File: config.mk
export PLATFORM = sky130hd
export DESIGN_NAME = ub_port_arbiter
export DESIGN_NICKNAME = d
export VERILOG_FILES = /design/src/rtl/ub_port_arbiter.sv
export SDC_FILE = /design/constraint.sdc
export NUM_CORES = 1
export LEC_CHECK = 0
export BUFFER_PORTS_ARGS = -buffer_cell sky130_fd_sc_hd__buf_2
export CAP_MARGIN = 10
export CORE_AREA = 2 2 176 178
export DETAILED_ROUTE_END_ITERATION = 10
export DIE_AREA = 0 0 178 180
export HOLD_SLACK_MARGIN = 0.05
export SLEW_MARGIN = 10
export SYNTH_ARGS = -nofsm -noshare
export SYNTH_HDL_FRONTEND = slang
export SYNTH_SLANG_ARGS = --single-unit
File: constraint.sdc
create_clock -name clk -period 3.8 [get_ports clk]
set_input_delay 0.19 -clock clk [delete_from_list [all_inputs] [get_ports clk]]
set_output_delay 0.19 -clock clk [all_outputs]
set_load 0.02 [all_outputs]
File: src/rtl/ub_port_arbiter.sv
// ---------------------------------------------------------------------------
// ub_port_arbiter
//
// Shares one single-port buffer memory between a host (single-beat accesses)
// and an engine (bursts of 1..4 beats). Grants and the memory port drive are
// combinational from the winning requester. Read data comes back one cycle
// after the read enable and is routed to whichever requester issued that read.
//
// Parameters
//   ADDR_W : buffer word address width
//   DATA_W : data width per beat
//
// Ports
//   clk, rst                       clock, synchronous active-low reset
//   host_req/we/addr/wdata         host single-beat request
//   host_gnt                       host beat accepted this cycle
//   host_rvalid/host_rdata         host read response
//   eng_req/we/addr/len/wdata      engine burst request (we/addr/len taken
//                                  on the first beat only)
//   eng_gnt, eng_done              engine beat accepted / last beat
//   eng_rvalid/eng_rdata           engine read response
//   mem_en/we/addr/wdata/rdata     buffer memory port
//   busy                           engine burst in progress (after beat 0)
// ---------------------------------------------------------------------------
module ub_port_arbiter #(
  parameter int ADDR_W = 16,
  parameter int DATA_W = 64
) (
  input  logic              clk,
  input  logic              rst,
  input  logic              host_req,
  input  logic              host_we,
  input  logic [ADDR_W-1:0] host_addr,
  input  logic [DATA_W-1:0] host_wdata,
  output logic              host_gnt,
  output logic              host_rvalid,
  output logic [DATA_W-1:0] host_rdata,
  input  logic              eng_req,
  input  logic              eng_we,
  input  logic [ADDR_W-1:0] eng_addr,
  input  logic [1:0]        eng_len,
  input  logic [DATA_W-1:0] eng_wdata,
  output logic              eng_gnt,
  output logic              eng_done,
  output logic              eng_rvalid,
  output logic [DATA_W-1:0] eng_rdata,
  output logic              mem_en,
  output logic              mem_we,
  output logic [ADDR_W-1:0] mem_addr,
  output logic [DATA_W-1:0] mem_wdata,
  input  logic [DATA_W-1:0] mem_rdata,
  output logic              busy
);

  typedef enum logic {
    IDLE      = 1'b0,
    ENG_BURST = 1'b1
  } state_e;

  state_e              state_q;
  logic                ptr_q;        // 0: host wins a tie, 1: engine wins
  logic [1:0]          cnt_q;        // index of the next engine beat
  logic [1:0]          len_q;        // captured burst length minus one
  logic [ADDR_W-1:0]   base_q;       // captured burst base address
  logic                we_q;         // captured burst direction
  logic                rd_pend_q;    // a read was issued last cycle
  logic                rd_eng_q;     // owner of that read: 1 = engine
  logic [DATA_W-1:0]   host_rdata_q; // last delivered host read data
  logic [DATA_W-1:0]   eng_rdata_q;  // last delivered engine read data

  logic                beat_we;
  logic [ADDR_W-1:0]   beat_addr;
  logic                beat_last;

  // Grant decode and memory port drive. Everything is forced low while in
  // reset so the outputs read zero even before the first clock edge.
  always_comb begin
    host_gnt  = 1'b0;
    eng_gnt   = 1'b0;
    beat_we   = 1'b0;
    beat_addr = '0;
    beat_last = 1'b0;
    if (rst) begin
      if (state_q == ENG_BURST) begin
        // Burst owns the port; fields come from the captured copy so that
        // changes on eng_we/eng_addr/eng_len mid-burst have no effect.
        eng_gnt   = eng_req;
        beat_addr = base_q + ADDR_W'(cnt_q);
        beat_we   = we_q;
        beat_last = (cnt_q == len_q);
      end else begin
        host_gnt  = host_req && (!eng_req || !ptr_q);
        eng_gnt   = eng_req && !host_gnt;
        beat_addr = eng_addr;
        beat_we   = eng_we;
        beat_last = (eng_len == 2'd0);
      end
    end
  end

  always_comb begin
    mem_en    = host_gnt || eng_gnt;
    mem_we    = 1'b0;
    mem_addr  = '0;
    mem_wdata = '0;
    if (host_gnt) begin
      mem_we    = host_we;
      mem_addr  = host_addr;
      mem_wdata = host_wdata;
    end else if (eng_gnt) begin
      mem_we    = beat_we;
      mem_addr  = beat_addr;
      mem_wdata = eng_wdata;
    end
  end

  assign eng_done    = eng_gnt && beat_last;
  assign busy        = rst && (state_q == ENG_BURST);

  // Read responses: memory data is valid the cycle after the read, so it is
  // passed straight through to the tagged owner and also held for later.
  assign host_rvalid = rst && rd_pend_q && !rd_eng_q;
  assign eng_rvalid  = rst && rd_pend_q && rd_eng_q;
  assign host_rdata  = !rst ? '0 : (host_rvalid ? mem_rdata : host_rdata_q);
  assign eng_rdata   = !rst ? '0 : (eng_rvalid ? mem_rdata : eng_rdata_q);

  always_ff @(posedge clk) begin
    if (!rst) begin
      state_q      <= IDLE;
      ptr_q        <= 1'b0;
      cnt_q        <= 2'd0;
      len_q        <= 2'd0;
      base_q       <= '0;
      we_q         <= 1'b0;
      rd_pend_q    <= 1'b0;
      rd_eng_q     <= 1'b0;
      host_rdata_q <= '0;
      eng_rdata_q  <= '0;
    end else begin
      rd_pend_q <= mem_en && !mem_we;
      rd_eng_q  <= eng_gnt;
      if (host_rvalid) host_rdata_q <= mem_rdata;
      if (eng_rvalid)  eng_rdata_q  <= mem_rdata;

      if (host_gnt) ptr_q <= 1'b1;

      if (eng_gnt) begin
        if (state_q == IDLE) begin
          base_q <= eng_addr;
          len_q  <= eng_len;
          we_q   <= eng_we;
        end
        if (beat_last) begin
          // Burst complete: hand the next tie back to the host.
          state_q <= IDLE;
          ptr_q   <= 1'b0;
          cnt_q   <= 2'd0;
        end else begin
          state_q <= ENG_BURST;
          cnt_q   <= cnt_q + 2'd1;
        end
      end
    end
  end

endmodule

==> results of run 1 <==
[state kept, by name, summed over array words and instances, names as in the netlist]
register and flops:
eng_rdata_q 64, base_q 16, host_rdata_q 64, ptr_q 1, rd_pend_q 1, len_q 2
rd_eng_q 1, we_q 1, cnt_q 2, state_q 1
[placed cells by master, fill, tap and decap left out, types with 3 or more instances in the layout]
| master | count |
|---|---|
| sky130_fd_sc_hd__a21boi_0 | 9 |
| sky130_fd_sc_hd__a22o_1 | 64 |
| sky130_fd_sc_hd__inv_1 | 4 |
| sky130_fd_sc_hd__and2_1 | 5 |
| sky130_fd_sc_hd__dfxtp_1 | 153 |
| sky130_fd_sc_hd__clkinvlp_4 | 5 |
| sky130_fd_sc_hd__nor2b_1 | 4 |
| sky130_fd_sc_hd__nand2_1 | 314 |
| sky130_fd_sc_hd__dlygate4sd3_1 | 71 |
| sky130_fd_sc_hd__o21ai_0 | 128 |
| sky130_fd_sc_hd__buf_2 | 446 |
| sky130_fd_sc_hd__o211ai_1 | 12 |
| sky130_fd_sc_hd__nor2_1 | 9 |
| sky130_fd_sc_hd__a22oi_1 | 3 |
| sky130_fd_sc_hd__clkbuf_16 | 17 |
| sky130_fd_sc_hd__xnor2_1 | 10 |
| sky130_fd_sc_hd__a21boi_1 | 10 |
| sky130_fd_sc_hd__inv_6 | 3 |
| sky130_fd_sc_hd__nand3_1 | 9 |
| sky130_fd_sc_hd__xor2_1 | 4 |
| sky130_fd_sc_hd__nor3_1 | 3 |
| sky130_fd_sc_hd__buf_4 | 9 |
| sky130_fd_sc_hd__nor4_1 | 4 |
| sky130_fd_sc_hd__buf_12 | 3 |
[cell families after synthesis]
logic type / count (synthesis) / synth area share, %
xor+xnor: 14 / 1.862
compound gates: 235 / 23.18
simple gates: 366 / 22.72
fa+ha+maj: 3 / 0.6840
buf+inv: 71 / 4.883
flops: 153 / 46.51
mux: 1 / 0.1520
[path summary, 6_finish.rpt]
kind / startpoint / to / slack (ns) / cells past startpoint
max: cnt_q[0]$_SDFFE_PN0N_ / mem_addr[14] / 0.89 / 8
min: mem_rdata[16] / eng_rdata_q[16]$_DFF_P_ / 0.07 / 3
max reg2reg: ptr_q$_SDFF_PN0_ / rd_pend_q$_SDFF_PN0_ / 1.82 / 5
min reg2reg: len_q[0]$_SDFFE_PN0P_ / len_q[0]$_SDFFE_PN0P_ / 0.47 / 2
[critical path, delay by kind of cell (launching register included)]
kind | cells | cell delay, ns
adders and majority gates | 2 | 0.61
buffers and inverters | 2 | 0.23
DFF | 1 | 0.42
and+or+nand+nor | 4 | 1.05
[area by class of cell]
type	instances	share of cell area (%)
antenna	2	0.04808
clock inverter	12	0.9016
multi-input combinational	619	30.93
clock buffer	20	4.291
inverter	4	0.1442
sequential	153	29.43
tap	396	4.760
timing repair buffer	529	29.50
[power by group through the flow]
stage | logic [mW] | clock network [mW] | registers, mW
floorplan | 0.469 | 0 | 1.75
global placement | 0.815 | 0 | 1.76
detailed placement | 0.817 | 0 | 1.77
CTS | 0.879 | 1.67 | 1.73
global route | 0.944 | 1.74 | 1.74
finish | 0.875 | 1.59 | 1.73
[per-layer routing]
| metal | vias up | global-route usage, % | routed length (um) |
|---|---|---|---|
| met5 | - | 0 | 7 |
| met4 | 2 | 5.836 | 614 |
| met3 | 34 | 3.553 | 1871 |
| met2 | 292 | 28.19 | 13120 |
| met1 | 3450 | 17.05 | 10390 |
| li1 | 3826 | - | - |
[Yosys cell counts (2+ instances only)]
cell,instances,area (sq um)
sky130_fd_sc_hd__nand2_1,314,1179
sky130_fd_sc_hd__dfxtp_1,153,3063
sky130_fd_sc_hd__o21ai_0,128,640.6
sky130_fd_sc_hd__a22o_1,64,560.5
sky130_fd_sc_hd__buf_2,32,160.2
sky130_fd_sc_hd__clkbuf_1,29,108.9
sky130_fd_sc_hd__o211ai_1,12,90.09
sky130_fd_sc_hd__a21boi_1,10,75.07
sky130_fd_sc_hd__nor2_1,10,37.54
sky130_fd_sc_hd__xnor2_1,10,87.58
sky130_fd_sc_hd__a21boi_0,9,67.56
sky130_fd_sc_hd__nand3_1,9,45.04
sky130_fd_sc_hd__and2_1,5,31.28
sky130_fd_sc_hd__buf_4,4,30.03
sky130_fd_sc_hd__inv_1,4,15.01
sky130_fd_sc_hd__nor2b_1,4,25.02
sky130_fd_sc_hd__nor4_1,4,25.02
sky130_fd_sc_hd__xor2_1,4,35.03
sky130_fd_sc_hd__a22oi_1,3,22.52
sky130_fd_sc_hd__and3_1,3,18.77
sky130_fd_sc_hd__nor3_1,3,15.01
sky130_fd_sc_hd__a21oi_1,2,10.01
sky130_fd_sc_hd__buf_1,2,7.510
sky130_fd_sc_hd__ha_1,2,25.02
sky130_fd_sc_hd__nand4_1,2,12.51
[per-stage QoR]
stage               setup WS, ns  hold slack, ns  power, mW  util (%)
floorplan                  1.533          0.3248      2.223         -
global placement           1.339          0.4305      2.579     30.32
detailed placement         1.310          0.4384      2.583     30.32
CTS                       0.8549         0.05601      4.278     34.46
global route              0.7149         0.07358      4.422     34.48
finish                    0.8875         0.06856      4.199     34.48
==> metrics.cfg, run 1 <==
[outcome]
outcome=finished clean

[power]
switching_power_share_of_the_total_pct=30.86
power_frac_clock_pct=38.0
total_leakage_power_nw=4.836
pwr_density_cell_nw_per_um2=403.4
switching_power_mw=1.296
comb_power_share_pct=20.8
p_int_mw=2.903
vdd.ir_drop.worst_uv=208.6
seq_power_share_pct=41.2

[critical_path]
timing.critical_path.fanout_max=5
worstPathCellList=ha_1, inv_1, fa_1, and4b_1, nand2_1, or4_1, nand3_1, buf_2
timing.critical_path.required_ns=3.61
critical_path_arrival_ns=2.72
setup.worst_path.start_class=register
timing_worst_setup_path_type=reg -> out
timing.critical_path.to_type=output pin
critical_path.max_stage_delay_ns=0.47
crit_slowest_cell=sky130_fd_sc_hd__or4_1

[clock_network]
clk_path_buf_depth=2
number_of_gates_given_a_new_drive_strength_after_cts=0
hold_buffers=71
cts.sink_count=153
cts.root.buffer_cell=sky130_fd_sc_hd__clkbuf_16
clock_tree_from_tritoncts=built
cts_inserted_buffers=17
cts_setup_buffers=0
cts.reportedPaths.clkPinSlew_ns=0.06
htree_num_levels=4
clkLatencyLatePin_ns=0.42

[place]
placed_cells=1630
placed_area_sq_um=9153
finalWeightedCongestion=0.8756
detailedPlacementHpwl_mm=19.08
port_buffers=447

[grt]
wire_length_of_the_first_global_routing_pass_mm=38.72
grt_start_max_net_pins=84
grt_pass1_vias=7325
antenna_found_initial=3
grt_use_total_pct=15.40
remaining_global_route_overflow=0

[timing]
setup-violations-final=0
unrepaired_setup_endpoints_after_global_routing=no
worst_margin_slew_ns=1.043
final-max-slew-violation-count=0
clock-skew-final_ns=0.01348
hold_viol=0
finalCriticalPeriod_ns=2.912
post-route-period-util_pct=76.64
setup-tns-final_ns=0
slew_headroom_pct=30.06
timing.fmax_mhz=343.4

[logic_synthesis]
yosys_warnings=0
synth_area_sq_um=6585
ys_seq_elements=153
synth_seq_area_share_pct=46.51
yosysUniqueCellTypes=46
netlist_instances=843
ys.flop_type=sky130_fd_sc_hd__dfxtp_1
mappedNetlistNets=1078
postSynth.asyncResetShare_pct=0
synth_enable_flop_cells=0
synth.avg_cell_area_sq_um=7.811

[die]
core_area_sq_um=30190
die_w_um=178
placement_rows=64
start_util_pct=21.81
die_h_um=180
fp.dieArea_sq_um=32040
ios=448

[layout]
final_nets=1559
multiInputGateArea_sq_um=3219
layout_cell_share_with_drive_strength_beyond_1_pct=37.32
sequential_cell_area_in_the_final_layout_sq_um=3063
finish.cell_count_without_fillers=1735
fill_cells=3183
area_delta_synth_final_pct=58.07
postLayoutCellArea_sq_um=10410

[routing]
detail_route.drc_violations=0
drt_first_pass_iters=4
detail_route.vias_per_cell=4.383
vias=7604
route.antenna.remaining_nets=0
drt-total-wl_mm=26.01
drt_iter0_markers=318
route.detailed.wl_per_inst_um=14.99

[worst_hold_path]
holdCritPathClass=in -> reg

[run]
cap_viol_max_count=0

Power figures use the tool's default switching activity.
==> run 2: changes to the inputs <==
- CORE_AREA: 2 2 176 178 -> 2 2 175 177
- DIE_AREA: 0 0 178 180 -> 0 0 177 179
- clock period: 3.8 -> 2.4 ns (I/O delays scaled with it)
==> run 2 against run 1 <==
Against the previous run:
- the run now ends with negative setup slack left
- combinational power grew 63%
- core utilization up 1.5 points
- setup slack worse by 0.92 ns
- register-to-register slack got worse by 0.98 ns
- flip-flop and latch count is the same
- critical path depth increased by 1
- highest routed layer is now met4
- global-route usage rose by 0.46 points
- sequential power up 58%
- via count increased by 1.7%
==> metrics.cfg, run 2 (synthesis results as in run 1) <==
[timing]
post-route-period-util_pct=101.4
worst_margin_slew_ns=0.7022  ; -0.3412 ns
setup-violations-final=3  ; +3
unrepaired_setup_endpoints_after_global_routing=yes
slew_headroom_pct=53.19  ; +23 points
timing.fmax_mhz=410.7
finalCriticalPeriod_ns=2.435
setup_ws_ns=-0.03471  ; -0.9222 ns
clock-skew-final_ns=0.008452  ; -0.005028 ns
hold_viol=0  ; unchanged
final-max-slew-violation-count=0  ; unchanged
fin_hold_ws_ns=0.07905  ; +0.01049 ns

[power]
p_int_mw=5.297  ; +82%
switching_power_share_of_the_total_pct=27.50  ; -3.4 points
comb_power_share_pct=19.6  ; -1.2 points
switching_power_mw=2.009  ; +55%
seq_power_share_pct=37.5  ; -3.7 points
pwr_density_cell_nw_per_um2=675.6  ; +67%
power_frac_clock_pct=42.9  ; +4.9 points
total_leakage_power_nw=5.008  ; +3.6%
report.power.total_mw=7.305  ; +74%
vdd.ir_drop.worst_uv=664.7  ; +220%

[routing]
drt_iter0_markers=303  ; -4.7%
detail_route.drc_violations=0  ; unchanged
vias=7733  ; +1.7%
drt_first_pass_iters=4  ; unchanged
route.antenna.remaining_nets=0  ; unchanged
drt-total-wl_mm=26.87  ; +3.3%
detail_route.vias_per_cell=4.406  ; +0.54%
route.detailed.wl_per_inst_um=15.31  ; +2.1%

[worst_hold_path]
min_delay_path_depth=3  ; unchanged
min_from=host_req
whs_endpoint=rd_eng_q$_SDFF_PN0_
holdCritPathClass=in -> reg

[run]
cap_viol_max_count=0  ; unchanged

[grt]
grt_start_max_net_pins=130  ; +55%
remaining_global_route_overflow=0  ; unchanged
grt_use_total_pct=15.86  ; +0.46 points
wire_length_of_the_first_global_routing_pass_mm=38.61  ; -0.30%
antenna_found_initial=3  ; unchanged
grt_pass1_vias=7115  ; -2.9%

[critical_path]
timing_worst_setup_path_type=reg -> out
critical_path_arrival_ns=2.31  ; -0.41 ns
r2r_start=ptr_q$_SDFF_PN0_
crit_slowest_cell=sky130_fd_sc_hd__dfxtp_2
timing.critical_path.fanout_max=4  ; -1
setup.worst_path.start_class=register
critical_path.max_stage_delay_ns=0.35  ; -0.12 ns
setup.reg_to_reg.worst_slack_ns=0.84  ; -0.98 ns
timing.critical_path.to_type=output pin
timing.critical_path.max_delay_family=adder cells
ff2ff_path_depth=4  ; -1
timing.critical_path.required_ns=2.28  ; -1.33 ns
critical_path.n_buffers_inverters=3  ; +1
r2r-end=base_q[1]$_SDFFE_PN0P_
worstPathCellList=ha_4, inv_2, fa_2, and4b_2, buf_6, nand4_1, xor2_1, o211ai_1, buf_4

[die]
die_w_um=177  ; -0.56%
die_h_um=179  ; -0.56%
placement_rows=64  ; unchanged
fp.dieArea_sq_um=31680  ; -1.1%
start_util_pct=21.93  ; +0.12 points
ios=448  ; unchanged
core_area_sq_um=30030  ; -0.53%

[clock_network]
cts.reportedPaths.clkPinSlew_ns=0.07  ; about the same
htree_num_levels=4  ; unchanged
cts.root.buffer_cell=sky130_fd_sc_hd__clkbuf_16
cts.sink_count=153  ; unchanged
clk_path_buf_depth=2  ; unchanged
clock_tree_from_tritoncts=built
clkLatencyLatePin_ns=0.42  ; about the same
cts_inserted_buffers=17  ; unchanged

[layout]
most_frequent_cells_in_the_layout=sky130_fd_sc_hd__buf_2, sky130_fd_sc_hd__nand2_1, sky130_fd_sc_hd__dfxtp_1
layout_cell_share_with_drive_strength_beyond_1_pct=37.84  ; +0.52 points
sequential_cell_area_in_the_final_layout_sq_um=3068  ; +0.16%
fill_cells=3115  ; -2.1%
reg_top3=eng_rdata_q (64), host_rdata_q (64), base_q (16)
layout_commonest_cell=sky130_fd_sc_hd__buf_2
utilization_pct=36.01  ; +1.5 points
area_delta_synth_final_pct=64.20
multiInputGateArea_sq_um=3244  ; +0.78%
final_nets=1576  ; +1.1%

[place]
finalWeightedCongestion=0.9526  ; +8.8%
place_ws_ns=0.1969  ; -1.113 ns
port_buffers=447  ; unchanged
detailedPlacementHpwl_mm=19.43  ; +1.8%

[outcome]
violations_in_the_final_reports=negative setup slack
outcome=complete, but fails checks

==> run 2: changes by cell type in the layout (fill, tap and decap cells not counted), moves of 4 or more <==
| cell | previous run | this run |
|---|---|---|
| sky130_fd_sc_hd__dlygate4sd3_1 | 71 | 85 |
| sky130_fd_sc_hd__bufinv_16 | 0 | 6 |
| sky130_fd_sc_hd__buf_2 | 446 | 441 |
| sky130_fd_sc_hd__clkinvlp_4 | 5 | 1 |
| sky130_fd_sc_hd__dfxtp_1 | 153 | 149 |
| sky130_fd_sc_hd__dfxtp_2 | 0 | 4 |
| sky130_fd_sc_hd__diode_2 | 2 | 6 |
==> run 2: worst max-delay path by stage <==
stage	start	slack, ns	end	cells after the start
3_5_place_dp	cnt_q[0]$_SDFFE_PN0N_	0.20	mem_addr[14]	8
2_1_floorplan	cnt_q[0]$_SDFFE_PN0N_	0.20	mem_addr[14]	7
4_1_cts	base_q[0]$_SDFFE_PN0P_	-0.12	mem_addr[12]	9
3_3_place_gp	cnt_q[0]$_SDFFE_PN0N_	0.22	mem_addr[14]	8
5_1_grt	cnt_q[0]$_SDFFE_PN0N_	-0.15	mem_addr[12]	9
6_report	cnt_q[0]$_SDFFE_PN0N_	-0.03	mem_addr[12]	9
==> run 2: power by group through the flow <==
stage	Clock, mW	Sequential (mW)	Combinational [mW]
6_report	3.13	2.74	1.43
5_1_grt	3.33	2.75	1.54
4_1_cts	3.22	2.74	1.43
3_5_place_dp	0	2.79	1.31
3_3_place_gp	0	2.79	1.30
2_1_floorplan	0	2.78	0.742
==> run 2: timing repair <==
| item | CTS | global route |
|---|---|---|
| hold buffers | 85 | 0 |
| pin swaps | 5 | 3 |
| setup endpoints to repair | 5 | 10 |
| hold endpoints to repair | 148 | 0 |
| gates resized for setup | 13 | 5 |
| setup buffers | 1 | 1 |
==> run 2: through the flow <==
step	instances	setup TNS (ns)	instance area [sq um]
5_1_grt	1752	-0.6497	10810
3_5_place_dp	1631	0	9198
3_3_place_gp	1631	0	9198
4_1_cts	1748	-0.3495	10780
6_report	1755	-0.04976	10810
2_1_floorplan	843	0	6585
==> run 2: final cells by class <==
type	count	share of cell area [%]
well taps	396	4.582
flip-flops and latches	153	28.37
inverters	4	0.1389
clock buffers	21	4.351
clock inverters	10	1.979
multi-input cells	619	30.00
diodes	6	0.1389
repair buffers	546	30.43
==> run 2: per-layer routing <==
| metal | global-route usage (%) | up-vias | share of wire [%] |
|---|---|---|---|
| li1 | - | 3866 | - |
| met1 | 18.01 | 3503 | 41 |
| met4 | 7.851 | 0 | 3.2 |
| met3 | 4.156 | 49 | 7.5 |
| met5 | 0 | - | 0 |
| met2 | 27.51 | 315 | 49 |
==> run 2: worst min-delay path, cell delays in order <==
cell	delay, ns
sky130_fd_sc_hd__buf_2	0.11
sky130_fd_sc_hd__nor3b_4	0.16
sky130_fd_sc_hd__nor2_1	0.08
==> run 3: changes to the inputs <==
--- a/constraint.sdc
+++ b/constraint.sdc
@@ -3,2 +3,2 @@
 set_output_delay 0.12 -clock clk [all_outputs]
-set_load 0.02 [all_outputs]
+set_load 0.005 [all_outputs]
==> run 3 against run 2 <==
Against the previous run:
- maximum frequency grew 0.69%
- die area is the same
- total power shrank 8.7%
- via count grew 0.91%
- clock skew grew 0.0094 ns
- the run still ends with negative setup slack left
==> metrics.cfg, run 3 (synthesis results as in run 1) <==
[layout]
finish.cell_count_without_fillers=1755  ; unchanged
layout_commonest_cell=sky130_fd_sc_hd__buf_2
layout_cell_share_with_drive_strength_beyond_1_pct=37.98  ; +0.14 points
area_delta_synth_final_pct=62.32
most_frequent_cells_in_the_layout=sky130_fd_sc_hd__buf_2, sky130_fd_sc_hd__nand2_1, sky130_fd_sc_hd__dfxtp_1
final_nets=1578  ; +0.13%
utilization_pct=35.60  ; -0.41 points
fill_cells=3145  ; +0.96%
reg_top3=eng_rdata_q (64), host_rdata_q (64), base_q (16)

[worst_hold_path]
holdCritPathClass=in -> reg

[timing]
finalCriticalPeriod_ns=2.418  ; -0.01668 ns
worst_margin_slew_ns=0.7000  ; -0.002156 ns
setup-violations-final=1  ; -2
hold_viol=0  ; unchanged
post-route-period-util_pct=100.8  ; -0.69 points
timing.fmax_mhz=413.6  ; +0.69%
final-max-slew-violation-count=0  ; unchanged
unrepaired_setup_endpoints_after_global_routing=yes
slew_headroom_pct=53.33  ; +0.14 points
setup_ws_ns=-0.01803  ; +0.01668 ns
clock-skew-final_ns=0.01783  ; +0.009375 ns

[critical_path]
critical_path.max_stage_delay_ns=0.35  ; about the same
setup.worst_path.start_class=register
timing.critical_path.fanout_max=4  ; unchanged
startpoint=base_q[0]$_SDFFE_PN0P_
worstSetupPathDepth=9  ; unchanged
worstPathCellList=ha_4, inv_2, fa_2, and4b_1, buf_6, nand4_1, xor2_1, o211ai_1, buf_2
critical_path.n_buffers_inverters=3  ; unchanged
critical_path_arrival_ns=2.30  ; about the same
crit_slowest_cell=sky130_fd_sc_hd__dfxtp_2
r2r_start=ptr_q$_SDFF_PN0_
r2r-end=base_q[2]$_SDFFE_PN0P_
timing.critical_path.max_delay_family=adder cells
timing.critical_path.to_type=output pin
ff2ff_path_depth=4  ; unchanged
timing_worst_setup_path_type=reg -> out
endpoint=mem_addr[12]
timing.critical_path.required_ns=2.28  ; about the same
setup.reg_to_reg.worst_slack_ns=0.84  ; about the same

[die]
die_h_um=179  ; unchanged
core_area_sq_um=30030  ; unchanged
placement_rows=64  ; unchanged
ios=448  ; unchanged
start_util_pct=21.93  ; unchanged
die_w_um=177  ; unchanged
fp.dieArea_sq_um=31680  ; unchanged

[grt]
grt_start_max_net_pins=130  ; unchanged
grt_pass1_vias=7152  ; +0.52%
antenna_found_initial=3  ; unchanged
wire_length_of_the_first_global_routing_pass_mm=39.16  ; +1.4%
grt_use_total_pct=15.86  ; about the same
remaining_global_route_overflow=0  ; unchanged

[clock_network]
cts.reportedPaths.clkPinSlew_ns=0.07  ; about the same
cts.root.buffer_cell=sky130_fd_sc_hd__clkbuf_16
clk_path_buf_depth=2  ; unchanged
htree_num_levels=4  ; unchanged
cts_inserted_buffers=17  ; unchanged
cts.sink_count=153  ; unchanged
clkLatencyLatePin_ns=0.42  ; about the same
clock_tree_from_tritoncts=built

[run]
cap_viol_max_count=0  ; unchanged

[place]
detailedPlacementHpwl_mm=19.67  ; +1.3%
placed_cells=1633  ; +0.12%
finalWeightedCongestion=0.9576  ; +0.52%
port_buffers=447  ; unchanged

[routing]
route.detailed.wl_per_inst_um=15.47  ; +1.1%
drt_iter0_markers=314  ; +3.6%
drt-total-wl_mm=27.15  ; +1.1%
vias=7803  ; +0.91%
drt_first_pass_iters=6  ; +2
detail_route.drc_violations=0  ; unchanged
detail_route.vias_per_cell=4.446  ; +0.91%
route.antenna.remaining_nets=0  ; unchanged

[outcome]
violations_in_the_final_reports=negative setup slack
outcome=complete, but fails checks

[power]
vdd.ir_drop.worst_uv=403.1  ; -39%
pwr_density_cell_nw_per_um2=624.1  ; -7.6%
total_leakage_power_nw=4.960  ; -0.98%

run 3: routing by layer:
metal | vias up | track usage (%) | wire length [um]
li1 | 3867 | - | -
met1 | 3572 | 18.35 | 10920
met2 | 328 | 27.69 | 13440
met3 | 36 | 3.859 | 2058
met4 | 0 | 7.025 | 726
met5 | - | 0 | 0
run 3: worst reg2reg max path, cell delays in order, from the launching register on:
cell and delay [ns]:
sky130_fd_sc_hd__dfxtp_1 0.43, sky130_fd_sc_hd__nor2b_1 0.09, sky130_fd_sc_hd__or3_1 0.66, sky130_fd_sc_hd__nand2_1 0.18, sky130_fd_sc_hd__a21boi_0 0.09
run 3: cell type report:
type | instances | area [sq um] | area share [%]
well taps | 396 | 495.5 | 4.635
clock buffers | 19 | 442.9 | 4.144
clock inverters | 13 | 155.1 | 1.451
diodes | 3 | 7.507 | 0.07023
flip-flops and latches | 153 | 3068 | 28.70
inverters | 4 | 15.01 | 0.1405
multi-input cells | 619 | 3243 | 30.34
repair buffers | 548 | 3262 | 30.52
run 3: worst min path at each step:
stage | start | to | cells after the start
floorplan | eng_len[0] | len_q[0]$_SDFFE_PN0P_ | 2
global placement | mem_rdata[59] | eng_rdata_q[59]$_DFF_P_ | 3
detailed placement | mem_rdata[53] | eng_rdata_q[53]$_DFF_P_ | 3
CTS | rst | we_q$_SDFFE_PN0N_ | 2
global route | rst | base_q[7]$_SDFFE_PN0P_ | 2
finish | rst | base_q[7]$_SDFFE_PN0P_ | 2
run 3: what timing repair did:
item | in CTS | in global routing
hold buffers | 84 | 0
setup buffers | 3 | 1
gates resized for setup | 8 | 3
pin swaps | 4 | 7
endpoints found under the hold margin | 148 | 0
cloned | 0 | 0
endpoints found under the setup margin | 5 | 8
run 3: power by group:
group	leakage, nW	internal, mW	switching [mW]	total [mW]
Combinational	3.43	0.564	0.584	1.15
Sequential	1.25	2.68	0.0576	2.74
Clock	0.284	1.59	1.19	2.78
run 3: per-stage QoR:
stage | hold slack (ns) | instance area [sq um] | power, mW | setup WS (ns) | setup TNS [ns]
3_3_place_gp | 0.3585 | 9188 | 3.818 | 0.2738 | 0
4_1_cts | 0.05702 | 10670 | 6.797 | -0.04741 | -0.09693
2_1_floorplan | 0.2548 | 6585 | 3.245 | 0.3084 | 0
3_5_place_dp | 0.3616 | 9188 | 3.829 | 0.2591 | 0
5_1_grt | 0.08775 | 10690 | 7.003 | -0.1349 | -0.3364
6_report | 0.09054 | 10690 | 6.671 | -0.01803 | -0.01803
